### src/rtl/block_drop_controller_pkg.sv
// Shared definitions for the block drop controller: FSM state encoding,
// block/screen geometry and the sweep step helper.
package block_drop_controller_pkg;

    // Controller phases: sweeping, frozen for the detector, judging, round over.
    typedef enum logic [1:0] {
        MOVE  = 2'd0,
        LATCH = 2'd1,
        EVAL  = 2'd2,
        DONE  = 2'd3
    } state_t;

    // Block width and screen width in pixels.
    localparam int BLOCK_W  = 10;
    localparam int SCREEN_W = 160;

    // Position bus width and the wider width used for sweep arithmetic.
    localparam int POS_W   = 8;
    localparam int ARITH_W = 9;

    // Pixels moved per tick: 1 on the first four rows, then one faster every
    // four rows placed (1..4).
    function automatic logic [ARITH_W-1:0] step_size(input logic [3:0] rows_placed);
        return 9'd1 + {7'd0, rows_placed[3:2]};
    endfunction

endpackage

### src/rtl/block_drop_controller_tick_divider.sv
// Movement tick generator: one-cycle tick every TICK_DIV enabled cycles.
// While clear is high the counter sits at zero, so counting restarts from
// zero every time the controller re-enters its sweep phase.
module tick_divider #(
    parameter int TICK_DIV = 833333
) (
    input  logic clk,
    input  logic reset,
    input  logic clear,
    output logic tick
);

    localparam int CNT_W = (TICK_DIV > 1) ? $clog2(TICK_DIV) : 1;
    localparam logic [CNT_W-1:0] LAST = CNT_W'(TICK_DIV - 1);

    logic [CNT_W-1:0] r_cnt;
    logic             w_at_last;

    assign w_at_last = (r_cnt == LAST);
    assign tick      = w_at_last && !clear;

    // Count 0..TICK_DIV-1 while enabled, wrap on the tick, hold zero when cleared.
    always_ff @(posedge clk or posedge reset) begin
        if (reset) begin
            r_cnt <= '0;
        end else if (clear || w_at_last) begin
            r_cnt <= '0;
        end else begin
            r_cnt <= r_cnt + 1'b1;
        end
    end

endmodule

### src/rtl/block_drop_controller.sv
// Moving-block producer for the stacking game: sweeps the current block
// between 0 and X_MAX, freezes it on a drop, hands the frozen positions to the
// overlap detector for one cycle, then commits the row or ends the round on
// the detector's registered verdict.
module block_drop_controller
    import block_drop_controller_pkg::*;
#(
    parameter int X_MAX    = SCREEN_W - BLOCK_W,
    parameter int START_X  = 75,
    parameter int TICK_DIV = 833333,
    parameter int ROWS     = 12
) (
    input  logic       clk,
    input  logic       reset,
    input  logic       drop,
    input  logic       restart,
    input  logic       overlap_q,
    output logic [7:0] curr_x_position,
    output logic [7:0] prev_x_position,
    output logic [3:0] row,
    output logic       check,
    output logic       placed,
    output logic       game_over,
    output logic       win,
    output logic [1:0] o_dbg_state
);

    localparam logic [ARITH_W-1:0] XMAX9  = ARITH_W'(X_MAX);
    localparam logic [POS_W-1:0]   XMAX8  = POS_W'(X_MAX);
    localparam logic [POS_W-1:0]   START8 = POS_W'(START_X);
    localparam logic [3:0]         ROWS4  = 4'(ROWS);

    state_t           r_state;
    logic [POS_W-1:0] r_curr;
    logic [POS_W-1:0] r_prev;
    logic             r_right;
    logic [3:0]       r_row;
    logic             r_check;
    logic             r_placed;
    logic             r_game_over;
    logic             r_win;

    logic               w_tick;
    logic               w_tick_clear;
    logic [ARITH_W-1:0] w_step;
    logic [ARITH_W-1:0] w_curr9;
    logic [ARITH_W-1:0] w_sum;
    logic [POS_W-1:0]   w_next_curr;
    logic               w_next_right;
    logic [3:0]         w_row_inc;

    // The tick counter only runs during the sweep; any other phase holds it at zero.
    assign w_tick_clear = (r_state != MOVE);

    tick_divider #(
        .TICK_DIV (TICK_DIV)
    ) u_tick_divider (
        .clk   (clk),
        .reset (reset),
        .clear (w_tick_clear),
        .tick  (w_tick)
    );

    assign w_step    = step_size(r_row);
    assign w_curr9   = {1'b0, r_curr};
    assign w_sum     = w_curr9 + w_step;
    assign w_row_inc = r_row + 4'd1;

    // Next sweep position: clamp at either wall and reverse direction there.
    always_comb begin
        w_next_curr  = r_curr;
        w_next_right = r_right;
        if (r_right) begin
            if (w_sum >= XMAX9) begin
                w_next_curr  = XMAX8;
                w_next_right = 1'b0;
            end else begin
                w_next_curr = w_sum[POS_W-1:0];
            end
        end else begin
            if (w_curr9 <= w_step) begin
                w_next_curr  = '0;
                w_next_right = 1'b1;
            end else begin
                w_next_curr = r_curr - w_step[POS_W-1:0];
            end
        end
    end

    // Round FSM with registered position, row and status outputs.
    always_ff @(posedge clk or posedge reset) begin
        if (reset) begin
            r_state     <= MOVE;
            r_curr      <= '0;
            r_right     <= 1'b1;
            r_prev      <= START8;
            r_row       <= '0;
            r_check     <= 1'b0;
            r_placed    <= 1'b0;
            r_game_over <= 1'b0;
            r_win       <= 1'b0;
        end else begin
            r_check  <= 1'b0;
            r_placed <= 1'b0;
            case (r_state)
                MOVE: begin
                    // A drop beats a coincident tick: the block freezes where it is.
                    if (drop) begin
                        r_state <= LATCH;
                        r_check <= 1'b1;
                    end else if (w_tick) begin
                        r_curr  <= w_next_curr;
                        r_right <= w_next_right;
                    end
                end
                LATCH: begin
                    // Positions held; the detector registers its verdict at this edge.
                    r_state <= EVAL;
                end
                EVAL: begin
                    if (overlap_q) begin
                        r_prev   <= r_curr;
                        r_row    <= w_row_inc;
                        r_placed <= 1'b1;
                        if (w_row_inc == ROWS4) begin
                            r_state <= DONE;
                            r_win   <= 1'b1;
                        end else begin
                            r_state <= MOVE;
                            r_curr  <= '0;
                            r_right <= 1'b1;
                        end
                    end else begin
                        r_state     <= DONE;
                        r_game_over <= 1'b1;
                    end
                end
                DONE: begin
                    if (restart) begin
                        r_state     <= MOVE;
                        r_curr      <= '0;
                        r_right     <= 1'b1;
                        r_prev      <= START8;
                        r_row       <= '0;
                        r_game_over <= 1'b0;
                        r_win       <= 1'b0;
                    end
                end
                default: begin
                    r_state <= MOVE;
                end
            endcase
        end
    end

    assign curr_x_position = r_curr;
    assign prev_x_position = r_prev;
    assign row             = r_row;
    assign check           = r_check;
    assign placed          = r_placed;
    assign game_over       = r_game_over;
    assign win             = r_win;
    assign o_dbg_state     = r_state;

endmodule

### config.mk
export PLATFORM = sky130hd
export DESIGN_NAME = block_drop_controller
export DESIGN_NICKNAME = d
export VERILOG_FILES = /design/src/rtl/block_drop_controller_pkg.sv /design/src/rtl/block_drop_controller_tick_divider.sv /design/src/rtl/block_drop_controller.sv
export SDC_FILE = /design/constraint.sdc
export NUM_CORES = 1
export LEC_CHECK = 0
export BUFFER_PORTS_ARGS = -buffer_cell sky130_fd_sc_hd__buf_2
export CAP_MARGIN = 20
export CORE_MARGIN = 3
export CORE_UTILIZATION = 40
export DETAILED_ROUTE_END_ITERATION = 10
export PLACE_DENSITY = 0.68
export SETUP_SLACK_MARGIN = 0.5
export SYNTH_ARGS = -nofsm -noshare
export SYNTH_HDL_FRONTEND = slang
export SYNTH_HIERARCHICAL = 1
export SYNTH_SLANG_ARGS = --single-unit
### constraint.sdc
create_clock -name clk -period 3.2 [get_ports clk]
set_input_delay 0.32 -clock clk [delete_from_list [all_inputs] [get_ports clk]]
set_output_delay 0.32 -clock clk [all_outputs]
set_load 0.01 [all_outputs]
==> results of run 1 <==
placed cells by master (no fill, tap or decap), drive strengths merged, types with 2 or more instances in the layout:
| master | count |
|---|---|
| dfrtp | 42 |
| nand2 | 41 |
| buf | 41 |
| nor2 | 35 |
| inv | 26 |
| o21ai | 23 |
| xnor2 | 16 |
| a21oi | 16 |
| ha | 15 |
| nor3 | 9 |
| nand3 | 9 |
| nand4 | 7 |
| and3 | 6 |
| nand2b | 6 |
| nor4 | 6 |
| clkbuf | 5 |
| dfstp | 5 |
| or3 | 4 |
| a211oi | 4 |
| o31ai | 4 |
| xor2 | 3 |
| a21boi | 3 |
| nor2b | 3 |
| o21bai | 3 |
| a221oi | 3 |
| and4 | 2 |
| a31oi | 2 |
| a22o | 2 |
| nor4bb | 2 |
| o41ai | 2 |
| mux2i | 2 |
| mux2 | 2 |
| fa | 2 |
| clkinv | 2 |
path summary, 6_finish.rpt:
path	start	to	slack [ns]
max in group asynchronous	reset	u_tick_divider/r_cnt[7]$_DFF_PP0_	2.02
min	drop	check$_DFF_PP0_	0.28
max	row[2]$_DFFE_PP0P_	curr_x_position[1]$_DFFE_PP0P_	0.41
min reg2reg	prev_x_position[0]$_DFFE_PP1P_	prev_x_position[0]$_DFFE_PP1P_	0.45
min in group asynchronous	reset	check$_DFF_PP0_	0.51
max reg2reg	row[2]$_DFFE_PP0P_	curr_x_position[1]$_DFFE_PP0P_	0.41
kinds of logic after synthesis:
| kind of cell | synth area share |
|---|---|
| AOI/OAI and AO/OA | 0.168 |
| xor gates and xnor gates | 0.0556 |
| adders and majority gates | 0.0761 |
| buffers and inverters | 0.0518 |
| DFF | 0.395 |
| muxes | 0.0142 |
| and+or+nand+nor | 0.240 |
cell type report:
type                       count  share of cell area
clock inverter                 3              0.0123
inverter                      26              0.0275
clock buffer                   5              0.0194
sequential                    47               0.333
tap                           96              0.0338
timing repair buffer          42              0.0739
multi-input combinational    251               0.500
stage by stage:
step	instances	hold WS [ns]
final	470	0.285
after global placement	452	0.440
after CTS	467	0.174
after global routing	470	0.302
after detailed placement	452	0.444
after floorplan	334	0.284
critical path, cell delays in order (launching register included):
cell and delay (ns):
dfrtp_2 0.45, ha_4 0.29, ha_4 0.19, and3b_1 0.18, or3_4 0.34, or3_1 0.32
a311o_2 0.46, nor2b_4 0.17, a221oi_2 0.18, o21ai_1 0.08
power by group:
group / switching (mW) / internal (mW) / total [mW]
clock: 0.210 / 0.233 / 0.443
sequential: 0.158 / 0.733 / 0.891
combinational: 0.846 / 0.561 / 1.41
total: 1.21 / 1.53 / 2.74
layer usage:
metal  vias to the layer above  track usage  part of all wire
met5                         -            0                 0
met4                         0       0.0569             0.014
met3                        11       0.0341             0.069
met2                       107        0.259              0.43
met1                      1230        0.252              0.49
li1                       1249            -                 -
what timing repair did:
item	in CTS	in global routing
hold buffers	0	1
resized for setup	8	7
hold endpoints to repair	0	6
endpoints found under the setup margin	8	8
pin swaps	11	2
buffers inserted	7	1
state kept, by name, summed over array words and instances, names as in the netlist:
signal	cells
check	1
u_tick_divider/r_cnt	20
prev_x_position	8
win	1
row	4
curr_x_position	8
placed	1
o_dbg_state	2
game_over	1
r_right	1
==> flow_summary.json, run 1 <==
{
  "yosys-top-cells-count": "42 x dfrtp_1, 41 x nand2_1, 35 x nor2_1, 26 x inv_1, 22 x o21ai_0",
  "ir_drop_mv": 0.375,
  "clock-sinks": 47,
  "wl_per_cell_um": 15.2,
  "cts_made_buffers": 5,
  "syn_avg_cell_area_um2": 8.96,
  "syn_to_final_growth_pct": 18.7,
  "postSynth.asyncResetShare": 1.00,
  "post-place-ws_ns": 0.297,
  "clock_latency_ns": 0.30,
  "synth_top_area_frac": 0.351,
  "leakage_nw": 1.55,
  "syn_nets": 356,
  "routed_wirelength_mm": 7.16,
  "timing.final.crit_period_ns": 2.79,
  "period_share": 0.871,
  "synth.distinct_cells": 62,
  "htree_levels": 2,
  "rows": 30,
  "cts_tree": "built",
  "gp_congestion": 1.04,
  "synth_top_area_cell": "dfrtp_1",
  "drtIter0Drc": 163,
  "clockRootBuffer": "clkbuf_8",
  "io_pins": 31,
  "min_path_cells": 3,
  "ys_top_cells_by_area": "dfrtp_1 35%, ha_1 6.3%, nand2_1 5.1%",
  "drtPass1Iterations": 5,
  "nFillCells": 637,
  "grt_max_degree": 28,
  "p_per_area_nw_per_um2": 771,
  "die_w_um": 92.5,
  "setup_slack_ns": 0.414,
  "placed_cell_area_um2": 3280,
  "end_kind": "flip-flop",
  "hold_path.class": "in -> reg",
  "finalHoldViolCount": 0,
  "max_freq_mhz": 359,
  "drc": 0,
  "register_area_um2": 1180,
  "ys.flop_type": "dfrtp_1",
  "clkTransAtPathRegs_ns": 0.09,
  "worst_pin_slew_ns": 0.764,
  "ant_nets": 0,
  "core_region_area_um2": 7020,
  "maxSlewViolCount": 0,
  "setup_viol": 0,
  "grt_pass1_vias": 2459,
  "setup.worst_path.class": "reg -> reg",
  "dieArea_um2": 8560,
  "dr_total_vias": 2597,
  "fin_nets": 395,
  "required_ns": 3.39,
  "worst_clock_skew_ns": 0.00761,
  "worstPathArrival_ns": 2.97,
  "vias_per_cell": 5.53,
  "antenna_found_initial": 0,
  "synth-seq-cells": 47,
  "grt.overflow.total": 0,
  "setup-tns-final_ns": 0,
  "antenna_cells": 0,
  "dp_hpwl_mm": 5.06,
  "power.total_mw": 2.74,
  "dieHeight_um": 92.5,
  "initial_utilization": 0.427,
  "synth_warnings": 6,
  "synth_most_common_cell": "dfrtp_1",
  "drive_gt1_frac": 0.241,
  "post-route-util": 0.506,
  "grt_use_total": 0.174,
  "final_area_um2": 3550,
  "rsz0062_at_grt": "yes",
  "synth-edff-count": 0,
  "multi_input_area_um2": 1780,
  "drv_cap": 0,
  "start_kind": "flip-flop",
  "reg2reg_depth": 9,
  "grt_pass1_wl_mm": 12.0,
  "syn_area_um2": 2990,
  "slew_headroom": 0.490,
  "place.port_buffers": 30,
  "cp_max_fo": 5,
  "outcome": "completed",
  "synthCells": 334,
  "clock_path_buffers": 2,
  "ys_seq_area_frac": 0.395
}
No activity file was read; power rests on OpenSTA's default activity.
==> run 2, diff against run 1 <==
Settings changed: CORE_UTILIZATION 40 to 25, HOLD_SLACK_MARGIN set to 0.08, PLACE_DENSITY 0.68 to 0.5.
==> flow_summary.json, run 2 (same netlist as run 1, synthesis figures left out) <==
{
  "max_freq_mhz": 364,
  "start_kind": "flip-flop",
  "grt.overflow.total": 0,
  "p_per_area_nw_per_um2": 792,
  "setup_slack_ns": 0.452,
  "ir_drop_mv": 0.413,
  "place.port_buffers": 30,
  "register_area_um2": 1180,
  "drive_gt1_frac": 0.264,
  "die_w_um": 115,
  "dieArea_um2": 13300,
  "antenna_found_initial": 0,
  "clkTransAtPathRegs_ns": 0.07,
  "cts_hold_buf": 0,
  "setup.worst_path.class": "reg -> reg",
  "gp_congestion": 0.850,
  "multi_input_area_um2": 1800,
  "clock-sinks": 47,
  "post-place-ws_ns": 0.341,
  "grt_pass1_wl_mm": 13.0,
  "drtPass1Iterations": 4,
  "setup-tns-final_ns": 0,
  "dp_hpwl_mm": 5.62,
  "end_kind": "flip-flop",
  "antenna_cells": 0,
  "setup_viol": 0,
  "period_share": 0.859,
  "cts_tree": "built",
  "final_cell_mix": "40 x dfrtp_1, 39 x nand2_1, 34 x nor2_1",
  "leakage_nw": 1.60,
  "clock_latency_ns": 0.29,
  "wl_per_cell_um": 15.0,
  "grt_pass1_vias": 2564,
  "cp_max_fo": 4,
  "core_region_area_um2": 11600,
  "rows": 39,
  "largest_reg_flops": 20,
  "worstPathArrival_ns": 2.97,
  "initial_utilization": 0.259,
  "rsz0062_at_grt": "yes",
  "grt_use_total": 0.121,
  "top_register": "u_tick_divider/r_cnt",
  "fin_nets": 400,
  "clockRootBuffer": "clkbuf_16",
  "nFillCells": 1170,
  "drv_cap": 0,
  "io_pins": 31,
  "maxSlewViolCount": 0,
  "vias_per_cell": 4.85,
  "clock_path_buffers": 2,
  "grt_max_degree": 21,
  "required_ns": 3.42,
  "drtIter0Drc": 100,
  "ant_nets": 0,
  "outcome": "completed",
  "routed_wirelength_mm": 7.84,
  "syn_to_final_growth_pct": 23.5,
  "dr_total_vias": 2533,
  "cts_made_buffers": 5,
  "mostFrequentLayoutCell": "dfrtp_1",
  "finalHoldViolCount": 0,
  "htree_levels": 2,
  "drc": 0,
  "hold_path.class": "in -> async",
  "worst_pin_slew_ns": 0.885,
  "timing.final.crit_period_ns": 2.75,
  "worst_clock_skew_ns": 0.0141,
  "dieHeight_um": 115,
  "slew_headroom": 0.409
}
[run 2: changes by cell type in the layout (fill, tap and decap cells not counted), moves of 2 or more]
cell	previous run	this run
buf_4	10	17
nand2_2	0	2
clkbuf_8	5	1
nand2_1	41	39
a211oi_2	3	1
clkbuf_16	0	5
[run 2: final cells by class]
cell class,instances,area share
sequential,47,0.320
timing repair buffer,47,0.0751
inverter,26,0.0271
tap,143,0.0484
clock buffer,6,0.0376
multi-input combinational,251,0.488
clock inverter,2,0.00372
[run 2: path summary, 6_finish.rpt]
check	depth (start not counted)	to	slack, ns	startpoint
min in group clk	3	check$_DFF_PP0_	0.27	drop
worst min-delay path	2	u_tick_divider/r_cnt[3]$_DFF_PP0_	0.17	reset
worst max-delay path	11	curr_x_position[5]$_DFFE_PP0P_	0.45	row[2]$_DFFE_PP0P_
worst min register to register	2	prev_x_position[0]$_DFFE_PP1P_	0.45	prev_x_position[0]$_DFFE_PP1P_
worst max register to register	11	curr_x_position[5]$_DFFE_PP0P_	0.45	row[2]$_DFFE_PP0P_
max in group asynchronous	3	prev_x_position[0]$_DFFE_PP1P_	2.24	reset
[run 2: routing by layer]
layer | vias up | global-route usage | routed length [um]
li1 | 1253 | - | -
met2 | 28 | 0.199 | 3720
met1 | 1243 | 0.161 | 3750
met5 | - | 0 | 0
met4 | 0 | 0.0399 | 143
met3 | 9 | 0.0245 | 225
[run 2: worst max-delay path, cell delays in order (launching register included)]
cell and delay [ns]:
dfrtp_2 0.44, inv_2 0.11, ha_4 0.14, inv_1 0.06, fa_2 0.42, o21bai_4 0.19
nand2_2 0.09, mux2_2 0.27, a311o_2 0.42, a21boi_4 0.24, a41oi_2 0.13, a21oi_1 0.15
[run 2: metrics by stage]
stage	total power [mW]	util	hold WS (ns)	cells	instance area [um2]
final	2.93	0.320	0.172	522	3700
after global routing	3.16	0.320	0.248	522	3700
after CTS	2.85	0.309	0.207	515	3570
after detailed placement	2.24	0.289	0.447	500	3350
after global placement	2.23	0.289	0.444	500	3350
after floorplan	1.82	-	0.284	334	3050
[run 2: timing repair]
item	in CTS	in global routing
buffers inserted	7	7
pin swaps	8	9
resized for setup	6	16
endpoints found under the setup margin	8	8
endpoints found under the hold margin	0	0
[run 2: power by group]
part	switching (mW)	internal (mW)	total, mW	leakage [nW]
clock network	0.239	0.313	0.552	0.0772
registers	0.170	0.734	0.904	0.618
logic	0.869	0.603	1.47	0.903
total	1.28	1.65	2.93	1.60
